File: src/rtl/fir_coeff_loader_if.sv
// fir_coeff_loader_if: host port, coefficient SRAM port and filter-side coefficient/enable signals.
interface fir_coeff_loader_if #(parameter int DW = 16, parameter int AW = 6);
    logic          iCoeffiUpdateFlag;
    logic          iCsnRam;
    logic          iWrnRam;
    logic [AW-1:0] iAddrRam;
    logic [DW-1:0] iWrDtRam;
    logic [5:0]    iNumOfCoeff;
    logic [DW-1:0] iRdDtRam;
    logic          oCsnRam;
    logic          oWrnRam;
    logic [AW-1:0] oAddrRam;
    logic [DW-1:0] oWrDtRam;
    logic          oCoeffWrEn;
    logic [AW-1:0] oCoeffIdx;
    logic [DW-1:0] oCoeffDt;
    logic          oEnAcc;
    logic          oBusy;
    logic          oLoadDone;

    modport slave (
        input  iCoeffiUpdateFlag, iCsnRam, iWrnRam, iAddrRam, iWrDtRam, iNumOfCoeff, iRdDtRam,
        output oCsnRam, oWrnRam, oAddrRam, oWrDtRam, oCoeffWrEn, oCoeffIdx, oCoeffDt,
               oEnAcc, oBusy, oLoadDone
    );

    modport master (
        output iCoeffiUpdateFlag, iCsnRam, iWrnRam, iAddrRam, iWrDtRam, iNumOfCoeff, iRdDtRam,
        input  oCsnRam, oWrnRam, oAddrRam, oWrDtRam, oCoeffWrEn, oCoeffIdx, oCoeffDt,
               oEnAcc, oBusy, oLoadDone
    );
endinterface

File: src/rtl/fir_coeff_loader.sv
// fir_coeff_loader: forwards host writes to the coefficient SRAM, then burst-loads it into the
// filter coefficient bank, masking taps beyond the active count and gating the accumulator.
module fir_coeff_loader #(
    parameter int NUM_TAP = 33,
    parameter int DW      = 16,
    parameter int AW      = 6
) (
    input logic iClk_12M,
    input logic iRsn,
    fir_coeff_loader_if.slave bus
);
    typedef enum logic [2:0] {IDLE, UPDATE, RUN, LOAD, DRAIN} stateT;

    stateT         state, stateNxt;
    logic          csnNxt, wrnNxt;
    logic [AW-1:0] addrNxt;
    logic [DW-1:0] wrDtNxt;
    logic [6:0]    nLat;
    logic          lastRd, loadEntry;

    assign lastRd    = bus.oAddrRam == AW'(NUM_TAP - 1);
    assign loadEntry = state == UPDATE && !bus.iCoeffiUpdateFlag;

    always_ff @(posedge iClk_12M or negedge iRsn)
        if (!iRsn) state <= IDLE;
        else       state <= stateNxt;

    always_comb begin
        stateNxt = state;
        csnNxt   = 1'b1;
        wrnNxt   = 1'b1;
        addrNxt  = bus.oAddrRam;
        wrDtNxt  = bus.oWrDtRam;
        case (state)
            IDLE, RUN: stateNxt = bus.iCoeffiUpdateFlag ? UPDATE : state;
            UPDATE: begin
                if (bus.iCoeffiUpdateFlag) begin
                    csnNxt  = bus.iCsnRam | (7'(bus.iAddrRam) >= 7'(NUM_TAP));
                    wrnNxt  = bus.iWrnRam;
                    addrNxt = bus.iAddrRam;
                    wrDtNxt = bus.iWrDtRam;
                end else begin
                    stateNxt = LOAD;
                    csnNxt   = 1'b0;
                    addrNxt  = '0;
                end
            end
            // oAddrRam doubles as the read counter; the read on the last address ends the burst
            LOAD: begin
                stateNxt = lastRd ? DRAIN : LOAD;
                csnNxt   = lastRd;
                addrNxt  = lastRd ? bus.oAddrRam : bus.oAddrRam + 1'b1;
            end
            DRAIN:   stateNxt = RUN;
            default: stateNxt = IDLE;
        endcase
    end

    always_ff @(posedge iClk_12M or negedge iRsn)
        if (!iRsn) begin
            bus.oCsnRam    <= 1'b1;
            bus.oWrnRam    <= 1'b1;
            bus.oAddrRam   <= '0;
            bus.oWrDtRam   <= '0;
            bus.oCoeffWrEn <= 1'b0;
            bus.oCoeffIdx  <= '0;
            bus.oLoadDone  <= 1'b0;
            nLat           <= '0;
        end else begin
            bus.oCsnRam    <= csnNxt;
            bus.oWrnRam    <= wrnNxt;
            bus.oAddrRam   <= addrNxt;
            bus.oWrDtRam   <= wrDtNxt;
            bus.oCoeffWrEn <= state == LOAD;
            bus.oCoeffIdx  <= state == LOAD ? bus.oAddrRam : bus.oCoeffIdx;
            bus.oLoadDone  <= state == DRAIN;
            nLat           <= !loadEntry ? nLat :
                              (7'(bus.iNumOfCoeff) > 7'(NUM_TAP)) ? 7'(NUM_TAP) : 7'(bus.iNumOfCoeff);
        end

    // read data arrives combinationally in the writeback cycle, so masking happens here
    assign bus.oCoeffDt = (bus.oCoeffWrEn && 7'(bus.oCoeffIdx) < nLat) ? bus.iRdDtRam : '0;
    assign bus.oEnAcc   = state == RUN;
    assign bus.oBusy    = state == UPDATE || state == LOAD || state == DRAIN;
endmodule

File: src/flat_wrapper.sv
// flat-port wrapper written by rule: the top's interface ports become plain ports
module fir_coeff_loader_flat 
#(
    parameter int NUM_TAP = 33,
    parameter int DW      = 16,
    parameter int AW      = 6
)
  (iClk_12M, iRsn, bus_iCoeffiUpdateFlag, bus_iCsnRam, bus_iWrnRam, bus_iAddrRam, bus_iWrDtRam, bus_iNumOfCoeff, bus_iRdDtRam, bus_oCsnRam, bus_oWrnRam, bus_oAddrRam, bus_oWrDtRam, bus_oCoeffWrEn, bus_oCoeffIdx, bus_oCoeffDt, bus_oEnAcc, bus_oBusy, bus_oLoadDone);
  fir_coeff_loader_if #(.DW(DW), .AW(AW)) bus_i ();
  input logic iClk_12M;
  input logic iRsn;
  input wire logic [$bits(bus_i.iCoeffiUpdateFlag)-1:0] bus_iCoeffiUpdateFlag;
  input wire logic [$bits(bus_i.iCsnRam)-1:0] bus_iCsnRam;
  input wire logic [$bits(bus_i.iWrnRam)-1:0] bus_iWrnRam;
  input wire logic [$bits(bus_i.iAddrRam)-1:0] bus_iAddrRam;
  input wire logic [$bits(bus_i.iWrDtRam)-1:0] bus_iWrDtRam;
  input wire logic [$bits(bus_i.iNumOfCoeff)-1:0] bus_iNumOfCoeff;
  input wire logic [$bits(bus_i.iRdDtRam)-1:0] bus_iRdDtRam;
  output wire logic [$bits(bus_i.oCsnRam)-1:0] bus_oCsnRam;
  output wire logic [$bits(bus_i.oWrnRam)-1:0] bus_oWrnRam;
  output wire logic [$bits(bus_i.oAddrRam)-1:0] bus_oAddrRam;
  output wire logic [$bits(bus_i.oWrDtRam)-1:0] bus_oWrDtRam;
  output wire logic [$bits(bus_i.oCoeffWrEn)-1:0] bus_oCoeffWrEn;
  output wire logic [$bits(bus_i.oCoeffIdx)-1:0] bus_oCoeffIdx;
  output wire logic [$bits(bus_i.oCoeffDt)-1:0] bus_oCoeffDt;
  output wire logic [$bits(bus_i.oEnAcc)-1:0] bus_oEnAcc;
  output wire logic [$bits(bus_i.oBusy)-1:0] bus_oBusy;
  output wire logic [$bits(bus_i.oLoadDone)-1:0] bus_oLoadDone;
  assign bus_i.iCoeffiUpdateFlag = bus_iCoeffiUpdateFlag;
  assign bus_i.iCsnRam = bus_iCsnRam;
  assign bus_i.iWrnRam = bus_iWrnRam;
  assign bus_i.iAddrRam = bus_iAddrRam;
  assign bus_i.iWrDtRam = bus_iWrDtRam;
  assign bus_i.iNumOfCoeff = bus_iNumOfCoeff;
  assign bus_i.iRdDtRam = bus_iRdDtRam;
  assign bus_oCsnRam = bus_i.oCsnRam;
  assign bus_oWrnRam = bus_i.oWrnRam;
  assign bus_oAddrRam = bus_i.oAddrRam;
  assign bus_oWrDtRam = bus_i.oWrDtRam;
  assign bus_oCoeffWrEn = bus_i.oCoeffWrEn;
  assign bus_oCoeffIdx = bus_i.oCoeffIdx;
  assign bus_oCoeffDt = bus_i.oCoeffDt;
  assign bus_oEnAcc = bus_i.oEnAcc;
  assign bus_oBusy = bus_i.oBusy;
  assign bus_oLoadDone = bus_i.oLoadDone;
  fir_coeff_loader #(.NUM_TAP(NUM_TAP), .DW(DW), .AW(AW)) u_core (.iClk_12M(iClk_12M), .iRsn(iRsn), .bus(bus_i));
endmodule
File: config.mk
export PLATFORM = sky130hd
export DESIGN_NAME = fir_coeff_loader_flat
export DESIGN_NICKNAME = d
export VERILOG_FILES = /design/src/rtl/fir_coeff_loader_if.sv /design/src/rtl/fir_coeff_loader.sv /design/src/flat_wrapper.sv
export SDC_FILE = /design/constraint.sdc
export NUM_CORES = 1
export LEC_CHECK = 0
export ABC_AREA = 1
export CORE_ASPECT_RATIO = 2
export CORE_MARGIN = 5
export CORE_UTILIZATION = 37
export CTS_CLUSTER_SIZE = 28
export DETAILED_ROUTE_END_ITERATION = 8
export GPL_ROUTABILITY_DRIVEN = 1
export PLACE_DENSITY = 0.73
export SLEW_MARGIN = 20
export SYNTH_ARGS = -nofsm -noshare
export SYNTH_HDL_FRONTEND = slang
export SYNTH_SLANG_ARGS = --single-unit
File: constraint.sdc
create_clock -name iClk_12M -period 1.6 [get_ports iClk_12M]
set_clock_uncertainty 0.15 [all_clocks]
set_input_delay 0.16 -clock iClk_12M [delete_from_list [all_inputs] [get_ports iClk_12M]]
set_output_delay 0.16 -clock iClk_12M [all_outputs]
set_load 0.02 [all_outputs]
==> metrics.md, run 1 <==
| Metric | Value |
|---|---|
| Status | finished, violations left |
| Violated checks | setup timing |
| Starting Density | 0.384 |
| DRC violations left | 0 |
| Tcrit/Tclk final | 1.28 |
| Final min period | around 2.1 ns |
| Die Wd | 63.3 microns |
| Post-synth ARST share | 1.00 |
| Worst slew margin | 0.830 |
| CTS sink count | about 40 |
| IO Port Bufs | 98 |
| Grt ovf | 0 |
| Final cell utilization of the core | 0.672 |
| Final Hold Viols | 0 |
| Unique masters post-synth | 24 |
| RSZ-0062 raised after global routing | true |
| Core area | about 0.0055 sq mm |
| I/O pin cnt | slightly below 100 |
| Top FF cell, synth | dfrtp_1 |
| Layout fillers | 450 |
| Seq/Total Area, Yosys | 0.490 |
| Vias per cell | approximately 4.6 |
| CTS clk-pin slew, worst paths | approximately 0.070 ns |
| WL/cell | around 14 microns |
| Share of cells above drive strength 1 | 0.232 |
| Clock root buffer | clkbuf_8 |
| Pin slew with the least headroom to its limit | 0.255 ns |
| Die outline area | 0.00737 sq mm |
| Gate Count Post-Synth | between 200 and 300 |
| Iter 0 DRT Violations | 49 |
| Post-synth top area cell | dfrtp_1 |
| Worst hold path class | in2async |
| Slew Limit Fails | 0 |
| DP Wirelength | approximately 4900 microns |
| Detailed Routing Iterations Pass 1 | 4 |
| Syn nets | about 340 |
| Post-DRT Antenna Nets | 0 |
| Global-route wire length before repair | between 10000 and 15000 microns |
| Top cell type's share of synthesized area | 0.465 |
| Final worst slack | -0.453 ns |
| EDFF count, synth | 0 |
| Ant diodes | 0 |
| Setup crit end kind | output port |
| Top cells by count, synth | nand2_1 (109), inv_1 (40), dfrtp_1 (39), nor2_1 (33), nand3_1 (14) |
| Pre-CTS setup slack | -0.652 ns |
| Average size of a mapped cell | approximately 7.5 sq um |
| Leakage | between 1.5 and 2 nW |
| Routed WL | between 6000 and 7000 microns |
| Hold slack | about 0.22 ns |
| Num rows | 38 |
| Die Height | 117 microns |
| Final net count | about 470 |
| Reg area | between 0.001 and 0.0015 sq mm |
| Clock Tree Buf Depth | 2 |
| Tot Pwr | 6.28 mW |
| Vias in the first global route | between 2000 and 2500 |
| Largest net degree at the start of global routing | 42 |
| TritonCTS Buffers | 5 |
| Total GRT Usage | 0.175 |
| Syn-to-layout area delta | 75.2% |
| WS Path Type | reg2out |
| Endpoints failing setup | 16 |
| CP Launch Type | flop |
| Max VDD drop | between 0.001 and 0.0015 V |
| Synth warn | 0 |
| Max Cap Violations | 0 |
| Worst EP required | about 1.3 ns |
| GPL Wtd Cong | 0.804 |
| Htree depth | 2 |
| Crit path DAT | ~1.7 ns |
| Via count | ~2200 |
| Top-count cell post-synth | nand2_1 |
| Synth top area cells | dfrtp_1 (47%), nand2_1 (19%), inv_1 (7.2%), nor2_1 (5.9%), ha_1 (4.2%) |
| TNS Setup | -7.09 ns |
| TritonCTS clock tree | built |
| Worst skew pair latency | between 0.2 and 0.3 ns |
| Mapped cell area | ~0.0021 sq mm |
| Maximum fanout along the worst path | 8 |
| Power Density | 1710 mW/mm^2 |
| Initial antenna violation count | 0 |
| Fmax | about 500 MHz |
| Combined area of the multi-input logic cells | 0.00106 sq mm |
| #FFs+latches synth | 41 |
-- per-stage QoR --
| stage | instances | instance area [sq um] |
|---|---|---|
| 6_report | 470 | 3680 |
| 5_1_grt | 470 | 3680 |
| 3_3_place_gp | 457 | 3440 |
| 3_5_place_dp | 457 | 3440 |
| 4_1_cts | 468 | 3620 |
| 2_1_floorplan | 280 | 2240 |
-- state kept, by name (all words and copies together), names as in the netlist --
register / cells
u_core.state: 3
u_core.bus.oAddrRam: 6
u_core.nLat: 6
u_core.bus.oCoeffWrEn: 1
u_core.bus.oWrDtRam: 16
u_core.bus.oWrnRam: 1
u_core.bus.oCsnRam: 1
u_core.bus.oCoeffIdx: 6
u_core.bus.oLoadDone: 1
-- logic make-up after synthesis --
group | count (synthesis) | synth area share
flops | 41 | 0.490
buf+inv | 48 | 0.0930
compound gates | 17 | 0.0435
fa+ha+maj | 7 | 0.0417
simple gates | 166 | 0.327
xor+xnor | 1 | 0.00417
-- path summary, 6_finish.rpt --
| kind | from | to | slack, ns | cells after the start |
|---|---|---|---|---|
| worst max-delay path | u_core.nLat[4] | bus_oCoeffDt[1] | -0.45 | 9 |
| worst min-delay path | iRsn | u_core.nLat[4] | 0.22 | 3 |
| worst max register to register | u_core.state[0] | u_core.bus.oWrnRam | 0.09 | 7 |
| worst min register to register | u_core.bus.oWrDtRam[2] | u_core.bus.oWrDtRam[2] | 0.32 | 2 |
| max in group asynchronous | iRsn | u_core.bus.oCsnRam | 0.81 | 3 |
| min in group iClk_12M | bus_iWrDtRam[5] | u_core.bus.oWrDtRam[5] | 0.26 | 3 |
-- report_power, final --
part	total [mW]	internal [mW]	switching, mW
Sequential	1.76	1.48	0.279
Clock	0.628	0.306	0.322
Combinational	3.89	1.75	2.14
Total	6.28	3.54	2.74
-- layout by cell type (no fill, tap or decap), types with 2 or more instances in the layout --
cell	synthesis	layout
dfrtp_2	0	5
nor2_4	1	17
inv_2	3	5
nor2_1	33	17
clkbuf_8	0	5
o22ai_1	2	2
dlymetal6s2s_1	0	10
dlygate4sd2_1	0	15
nand2_2	0	3
dfrtp_1	39	34
o21ai_0	10	10
dfstp_2	2	2
ha_4	0	3
buf_12	0	2
nor2_2	2	2
buf_4	1	24
ha_1	7	4
nand4_1	2	2
nand3_1	14	13
clkbuf_1	0	2
buf_6	1	16
a21oi_1	3	2
nor3_1	2	2
buf_2	3	3
inv_1	40	37
nand2_1	109	106
clkdlybuf4s50_1	0	54
-- layout make-up --
cell class,instances,share of cell area
clock inverters,1,0.00136
clock buffers,7,0.0208
repair buffers,127,0.344
well taps,60,0.0204
inverters,43,0.0446
multi-input cells,191,0.287
flip-flops and latches,41,0.281
-- timing repair --
item / in CTS / in global routing
hold buffers: 1 / 0
endpoints found under the setup margin: 33 / 51
pin swaps: 3 / 2
resized for setup: 133 / 21
buffers inserted: 1 / 2
gates cloned: 1 / 0
hold endpoints to repair: 41 / 0
-- worst max-delay path: stages (launching register included) --
cell and delay, ns:
dfrtp_1 0.37, inv_2 0.08, ha_4 0.21, nand2_2 0.06, nand2_2 0.05, a21oi_2 0.17, nand3_4 0.13, buf_12 0.18
nor2_4 0.09, buf_6 0.12
-- layer usage --
metal / up-vias / share of wire / global-route usage
met4: 0 / 0.024 / 0.0721
li1: 1098 / - / -
met5: - / 0 / 0
met3: 10 / 0.046 / 0.0212
met1: 980 / 0.36 / 0.184
met2: 68 / 0.57 / 0.344
No activity file was read; power rests on OpenSTA's default activity.
==> run 2: changes to the inputs <==
--- a/config.mk
+++ b/config.mk
@@ -12,7 +12,7 @@
 export CTS_CLUSTER_SIZE = 28
 export DETAILED_ROUTE_END_ITERATION = 8
 export GPL_ROUTABILITY_DRIVEN = 1
-export PLACE_DENSITY = 0.73
+export PLACE_DENSITY = 0.76
 export SLEW_MARGIN = 20
 export SYNTH_ARGS = -nofsm -noshare
 export SYNTH_HDL_FRONTEND = slang
==> run 2 against run 1 <==
The flow still finishes with violations (setup timing). Core utilization rose by 1.5 points. Non-clock buffer count up 6. Register-to-register slack barely moved. Largest power group unchanged. First-iteration DRC count up 51%. Largest cell class unchanged.
==> metrics.md, run 2 (synthesized netlist as in run 1, its figures left out) <==
| Metric | Value |
|---|---|
| CTS clk-pin slew, worst paths | 0.08 ns (about the same) |
| Iter 0 DRT Violations | 74 (+51%) |
| Tcrit/Tclk final | 1.30 (+0.0189) |
| Worst path slowest cell | dfrtp_1 |
| Final cell utilization of the core | 0.687 (+0.0151) |
| Switch share | 0.425 (-0.0115) |
| Largest net degree at the start of global routing | 42 (unchanged) |
| Detailed Routing Iterations Pass 1 | 6 (+2) |
| Setup crit end kind | output port |
| Core area | 0.00547 sq mm (unchanged) |
| Internal power | 3.82 mW (+8.1%) |
| P_sw | 2.83 mW (+3.2%) |
| Post-DRT Antenna Nets | 0 (unchanged) |
| Worst EP required | 1.29 ns (about the same) |
| Global-route wire length before repair | 10500 microns (+1.7%) |
| Top cell by count, worst path | nand2_2 |
| Clock power share | 0.128 (+0.028) |
| Initial antenna violation count | 0 (unchanged) |
| Power Density | 1770 mW/mm^2 (+3.6%) |
| Tot Pwr | 6.66 mW (+6.0%) |
| Num rows | 38 (unchanged) |
| TNS Setup | -7.10 ns (-0.0107 ns) |
| Syn-to-layout area delta | 79.1% |
| Clock Tree Buf Depth | 2 (unchanged) |
| Worst hold path class | in2async |
| Share of cells above drive strength 1 | 0.252 (+0.0207) |
| I/O pin cnt | 99 (unchanged) |
| CP delay by family, top | buffers and inverters |
| IO Port Bufs | 98 (unchanged) |
| Routed WL | 6640 microns (+4.6%) |
| CP Launch Type | flop |
| Violated checks | setup timing |
| Commonest cells after routing, fill and taps aside | nand2_1 (106), clkdlybuf4s50_1 (55), inv_1 (36), dfrtp_1 (34), buf_4 (30) |
| Die Wd | 63.3 microns (unchanged) |
| Pre-CTS setup slack | -0.652 ns (+0.000309 ns) |
| RSZ-0062 raised after global routing | true |
| Vias in the first global route | 2262 (+0.35%) |
| WL/cell | 13.9 microns (+3.2%) |
| Slew Limit Fails | 0 (unchanged) |
| Via count | 2243 (+4.0%) |
| Critical Path, Cell by Cell | inv_2 -> ha_4 -> nand2_2 -> nand2_2 -> a21oi_2 -> nand3_4 -> buf_16 -> nor2_4 -> buf_6 |
| Clock root buffer | clkbuf_8 |
| Total GRT Usage | 0.180 (+0.00445) |
| DP Wirelength | 4920 microns (-0.33%) |
| Final min period | 2.08 ns (+0.0302 ns) |
| Die outline area | 0.00737 sq mm (unchanged) |
| GPL Wtd Cong | 0.829 (+3.1%) |
| Hold slack | 0.208 ns (-0.0103 ns) |
| Grt ovf | 0 (unchanged) |
| Worst path max stage delay | 0.37 ns (about the same) |
| TritonCTS Buffers | 5 (unchanged) |
| CTS sink count | 41 (unchanged) |
| Htree depth | 2 (unchanged) |
| Endpoints failing setup | 16 (unchanged) |
| Largest Register | u_core.bus.oWrDtRam |
| TritonCTS clock tree | built |
| Fmax | 480 MHz (-1.5%) |
| Sequential share of power | 0.266 (-0.015) |
| Final net count | 471 (+1.3%) |
| Starting Density | 0.384 (unchanged) |
| Final worst slack | -0.483 ns (-0.0302 ns) |
| Die Height | 117 microns (unchanged) |
| Commonest non-fill, non-tap cell in the layout | nand2_1 |
| Layout fillers | 441 (-2.0%) |
| Number of flip-flops in the largest register | 16 (unchanged) |
| DRC violations left | 0 (unchanged) |
| Max Cap Violations | 0 (unchanged) |
| Maximum fanout along the worst path | 8 (unchanged) |
| Vias per cell | 4.71 (+2.7%) |
| Worst slew margin | 0.792 (-0.0378) |
| Final Hold Viols | 0 (unchanged) |
| Combinational share of power | 0.607 (-0.012) |
| Crit path DAT | 1.77 ns (+0.03 ns) |
| Worst skew pair latency | 0.29 ns (about the same) |
| WS Path Type | reg2out |
| Bufs and invs on worst path | 3 (unchanged) |
| Leakage | 2.00 nW (+0.63%) |
| Pin slew with the least headroom to its limit | 0.311 ns (+0.0566 ns) |
| Max VDD drop | 0.00153 V (+36%) |
| Status | finished, violations left |
| Ant diodes | 0 (unchanged) |
==> run 2: cell types whose count changed in the layout (fill, tap and decap cells not counted), moves of 2 or more <==
cell / before / now
dlygate4sd2_1: 15 / 17
nor2_4: 17 / 19
buf_4: 24 / 30
dlymetal6s2s_1: 10 / 7
==> run 2: area by class of cell <==
| type | count | area, sq um | share of cell area |
|---|---|---|---|
| clock buffer | 7 | 86.3 | 0.0230 |
| multi-input combinational | 191 | 1070 | 0.285 |
| tap | 60 | 75.1 | 0.0200 |
| timing repair buffer | 133 | 1300 | 0.345 |
| clock inverter | 1 | 30.0 | 0.00799 |
| sequential | 41 | 1030 | 0.275 |
| inverter | 43 | 164 | 0.0436 |
==> run 2: layer usage <==
layer	GRT usage	up-vias	wire, microns
met5	0	-	0
met4	0.0763	0	128
li1	-	1116	-
met3	0.0231	8	338
met1	0.192	1040	2330
met2	0.347	79	3840
==> run 2: path summary, 6_finish.rpt <==
| kind | start | end | slack (ns) | cells after the start |
|---|---|---|---|---|
| min reg2reg | u_core.bus.oWrDtRam[3] | u_core.bus.oWrDtRam[3] | 0.33 | 2 |
| min | iRsn | u_core.bus.oAddrRam[2] | 0.21 | 3 |
| max in group asynchronous | iRsn | u_core.bus.oCsnRam | 0.81 | 3 |
| min in group iClk_12M | bus_iWrDtRam[6] | u_core.bus.oWrDtRam[6] | 0.25 | 3 |
| max reg2reg | u_core.state[2] | u_core.bus.oWrnRam | 0.10 | 6 |
| max | u_core.nLat[4] | bus_oCoeffDt[11] | -0.48 | 9 |
==> run 2: tightest hold or removal path: cells and delay by family <==
family,cells,cell delay [ns]
buffers and inverters,3,0.86
==> run 2: metrics by stage <==
step / instance area, sq um / std cells
3_5_place_dp: 3460 / 459
5_1_grt: 3760 / 476
4_1_cts: 3660 / 470
2_1_floorplan: 2240 / 280
3_3_place_gp: 3460 / 459
6_report: 3760 / 476
==> run 2: power groups by stage <==
| stage | registers [mW] | logic [mW] | clock network [mW] |
|---|---|---|---|
| after floorplan | 2.17 | 1.65 | 0 |
| after global placement | 1.77 | 3.68 | 0 |
| after detailed placement | 1.79 | 3.76 | 0 |
| after CTS | 1.78 | 3.89 | 0.873 |
| after global routing | 1.82 | 4.42 | 0.907 |
| final | 1.77 | 4.04 | 0.849 |
==> run 2: what timing repair did <==
item	4_1_cts	5_1_grt
pin swaps	3	5
endpoints found under the setup margin	37	51
cloned	1	0
buffers inserted	1	6
hold buffers	1	0
resized for setup	135	22
hold endpoints to repair	41	0
==> edit 1, RTL diff (flow settings as in run 1) <==
`DW` is set to 16 in 3 places; all go to 32.
--- a/src/rtl/fir_coeff_loader_if.sv
+++ b/src/rtl/fir_coeff_loader_if.sv
@@ -1,5 +1,5 @@
 // fir_coeff_loader_if: host port, coefficient SRAM port and filter-side coefficient/enable signals.
-interface fir_coeff_loader_if #(parameter int DW = 16, parameter int AW = 6);
+interface fir_coeff_loader_if #(parameter int DW = 32, parameter int AW = 6);
     logic          iCoeffiUpdateFlag;
     logic          iCsnRam;
     logic          iWrnRam;
--- a/src/rtl/fir_coeff_loader.sv
+++ b/src/rtl/fir_coeff_loader.sv
@@ -2,7 +2,7 @@
 // filter coefficient bank, masking taps beyond the active count and gating the accumulator.
 module fir_coeff_loader #(
     parameter int NUM_TAP = 33,
-    parameter int DW      = 16,
+    parameter int DW      = 32,
     parameter int AW      = 6
 ) (
     input logic iClk_12M,
--- a/src/flat_wrapper.sv
+++ b/src/flat_wrapper.sv
@@ -2,7 +2,7 @@
 module fir_coeff_loader_flat 
 #(
     parameter int NUM_TAP = 33,
-    parameter int DW      = 16,
+    parameter int DW      = 32,
     parameter int AW      = 6
 )
   (iClk_12M, iRsn, bus_iCoeffiUpdateFlag, bus_iCsnRam, bus_iWrnRam, bus_iAddrRam, bus_iWrDtRam, bus_iNumOfCoeff, bus_iRdDtRam, bus_oCsnRam, bus_oWrnRam, bus_oAddrRam, bus_oWrDtRam, bus_oCoeffWrEn, bus_oCoeffIdx, bus_oCoeffDt, bus_oEnAcc, bus_oBusy, bus_oLoadDone);
Ports: changed (resized bus_iRdDtRam, bus_iWrDtRam, bus_oCoeffDt and bus_oWrDtRam); port bits go from 99 to 163. The function was not compared with the original's and may differ.
==> edit 1 against run 1 <==
- the run still ends with setup timing left
- non-clock buffer count up 84
- first-iteration DRC count up 37%
- combinational power up 61%
- count of clock-buffer cells in the layout up 6
- fmax down 8.7%
- sequential power up 41%
- wire length up 71%
- synthesized area up 36%
- critical path depth up 1
- clock power rose to 2.8 times the old value
- sequential cell count up 16
- worst setup slack worse by 0.19 ns
- total power up 67%
- final area up 55%
- largest cell class unchanged
- largest power group unchanged
==> edit 1: results (changes against run 1) <==
- Layout cells sized above 1: 0.293 (+0.0611)
- Worst Setup EP: bus_oCoeffDt[31]
- Root Driver: clkbuf_16
- Met3 wire length: 946 um (+220%)
- Endpoints failing setup: 32 (+16)
- H-tree levels: 3 (+1)
- GRT met1 Usage: 0.209 (+0.0256)
- Post-synthesis sequential area ratio: 0.502 (+0.0118)
- Max reg flops: 32 (+16)
- Worst-path clk slew: 0.05 ns (-0.02 ns)
- Slew @ Worst Pin: 0.436 ns (+0.182 ns)
- CTS Buf Count: 9 (+4)
- Fill cells: 529 (+18%)
- Met2 usage: 0.394 (+0.0499)
- Number of global-route vias before repair: 3277 (+45%)
- Failing checks: setup timing
- GR Util met3: 0.0713 (+0.0501)
- Status: finished, violations left
- Placed instance area: 5050 um^2 (+47%)
- Routability cong.: 0.862 (+7.3%)
- Max Fanout on Critical Path: 6 (-2)
- Logic gate share of total power: 0.596 (-0.023)
- Setup slack after layout: -0.647 ns (-0.195 ns)
- Overall global routing resource usage: 0.212 (+0.0362)
- Netlist cell types: 25 (+4.2%)
- First-pass GRT wire length: 15800 um (+53%)
- R2R depth: 10 (+3)
- Hold_ws: 0.161 ns (-0.0569 ns)
- Post-Synth Adder-Cell Area: 0.0308 (-0.0110)
- Post-synthesis xor/xnor area fraction: 0.00308 (-0.00110)
- Final Net Count: 684 (+47%)
- Clk pwr share: 0.166 (+0.066)
- Met2 Routed Length: 6060 um (+67%)
- Worst skew pair latency: 0.32 ns (+0.04 ns)
- P_int: 6.00 mW (+70%)
- Mapped Nets: 471 (+40%)
- M1 WL: 3390 um (+50%)
- Place WS: -0.760 ns (-0.108 ns)
- Largest net degree at the start of global routing: 34 (-19%)
- Sw Ratio: 0.427 (-0.00945)
- Commonest cells in the netlist: nand2_1 (158), dfrtp_1 (55), inv_1 (55), nor2_1 (49), nand3_1 (15)
- Hpwl dp: 7580 um (+54%)
- Worst IR Drop VDD: 1.10 mV (-2.0%)
## edit 1: changes by cell type after synthesis, moves of 15 or more
cell     change
nor2_1      +16
nand2_1     +49
dfrtp_1     +16
inv_1       +15
## edit 1: per-stage QoR
step,cells,util,setup TNS (ns)
finish,695,0.755,-17.47
global route,695,0.755,-21.41
floorplan,383,-,-4.06
CTS,679,0.711,-19.22
global placement,658,0.669,-20.77
detailed placement,658,0.669,-23.44
## edit 1: timing repair
item,4_1_cts,5_1_grt
hold endpoints to repair,46,0
gates cloned,2,6
buffers inserted,2,12
hold buffers,1,0
endpoints found under the setup margin,76,71
pin swaps,3,22
resized for setup,239,48
## edit 1: final cells by class
type	count	area, um^2	share of cell area
repair buffers	211	2120	0.373
multi-input cells	255	1490	0.262
flip-flops and latches	57	1440	0.252
clock buffers	13	260	0.0457
inverters	60	238	0.0417
well taps	94	118	0.0206
repair inverters	2	17.5	0.00307
clock inverters	3	15.0	0.00264
==> edit 2, RTL diff (flow settings as in run 1) <==
Made on the original files. The 5 states of `stateT` get a Gray code encoding in 3 bits.
--- a/src/rtl/fir_coeff_loader.sv
+++ b/src/rtl/fir_coeff_loader.sv
@@ -9,7 +9,7 @@
     input logic iRsn,
     fir_coeff_loader_if.slave bus
 );
-    typedef enum logic [2:0] {IDLE, UPDATE, RUN, LOAD, DRAIN} stateT;
+    typedef enum logic [2:0] {IDLE = 3'b000, UPDATE = 3'b001, RUN = 3'b011, LOAD = 3'b010, DRAIN = 3'b110} stateT;
 
     stateT         state, stateNxt;
     logic          csnNxt, wrnNxt;
Function: same outputs for any inputs over 10 cycles, from zero or initial values; not proved beyond that.
==> edit 2 against run 1 <==
- the flow still finishes with violations (setup timing)
- non-clock buffer count grew 1
- synthesized area decreased by 0.30%
- final area fell by 1.4%
- highest routed layer unchanged
- count of clock-buffer cells in the layout unchanged
- fmax down 3.1%
- largest power group unchanged
- critical path depth is the same
- sequential cell count unchanged
- hold slack improved by 0.019 ns
- total power up 0.92%
- worst setup slack lost 0.065 ns
- global-route usage is 0.66 points lower
- wire length decreased by 5.1%
==> edit 2: results (changes against run 1) <==
- Status: finished, violations left
- Failing checks: setup timing
- Mux cell area share after synthesis: 0 (unchanged)
- RR Endpoint: u_core.bus.oAddrRam[2]
- Worst Setup EP: bus_oCoeffDt[3]
- Post-synthesis xor/xnor area fraction: 0.00419 (+0.0000125)
- CP max stage delay: 0.39 ns (+0.02 ns)
- M1 WL: 1990 um (-12%)
- Met2 Routed Length: 3380 um (-7.1%)
- Worst EP arrival: 1.81 ns (+0.07 ns)
- Endpoints failing setup: 16 (unchanged)
- Resize count post-CTS: 114 (-14%)
- GR Util met3: 0.0385 (+0.0173)
- RR Startpoint: u_core.bus.oAddrRam[0]
- Hold_ws: 0.237 ns (+0.0191 ns)
- Synth Area in Compound Gates: 0.0694 (+0.0258)
- Post-Synth Adder-Cell Area: 0.0419 (+0.000125)
- R2R depth: 6 (-1)
- Leak: 2.01 nW (+0.97%)
- Final Net Count: 450 (-3.2%)
- Starting DRT DRC Count: 38 (-22%)
- Commonest cells in the netlist: nand2_1 (81), inv_1 (43), dfrtp_1 (39), nor2_1 (25), nand3_1 (18)
- Overall global routing resource usage: 0.169 (-0.00655)
- Largest cells by area after synthesis: dfrtp_1 (47%), nand2_1 (15%), inv_1 (7.7%), nor2_1 (4.5%), nand3_1 (4.3%)
- Setup TNS: -7.89 ns (-0.805 ns)
- First-pass GRT wire length: 9890 um (-4.1%)
- Max Fanout on Critical Path: 16 (+8)
- Met3 wire length: 511 um (+75%)
- Setup bufs post-CTS: 0 (-1)
- CP delay by family, top: simple AND/OR/NAND/NOR gates
- GRT met1 Usage: 0.163 (-0.0213)
- Routability cong.: 0.813 (+1.1%)
- Setup slack after layout: -0.518 ns (-0.0652 ns)
- Mapped Nets: 320 (-4.8%)
- Netlist cell types: 28 (+17%)
- Placed instance area: 3470 um^2 (+0.65%)
- Post-synthesis sequential area ratio: 0.492 (+0.00147)
- Fill cells: 463 (+2.9%)
- Vias: 2128 (-1.3%)
- Number of global-route vias before repair: 2235 (-0.84%)
- Slew @ Worst Pin: 0.260 ns (+0.00561 ns)
edit 2: cell types whose count changed after synthesis, sizes merged, moves of 3 or more:
cell   delta
nor2      -9
nand3     +5
inv       +3
o21ai     +6
nand2    -24
edit 2: layout make-up:
class | count | share of cell area
inverters | 46 | 0.0490
well taps | 60 | 0.0207
multi-input cells | 172 | 0.270
clock inverters | 1 | 0.00138
repair buffers | 128 | 0.347
flip-flops and latches | 41 | 0.285
clock buffers | 7 | 0.0266
edit 2: metrics by stage:
step / instances / setup slack, ns / util
detailed placement: 445 / -0.764 / 0.634
CTS: 454 / -0.529 / 0.651
finish: 455 / -0.518 / 0.663
floorplan: 264 / -0.205 / -
global route: 455 / -0.615 / 0.663
global placement: 445 / -0.661 / 0.634
edit 2: power by group:
group          internal, mW  switching (mW)  leakage [nW]
Clock                 0.390           0.361        0.0542
Combinational          1.71            2.11          1.45
Sequential             1.50           0.272         0.507
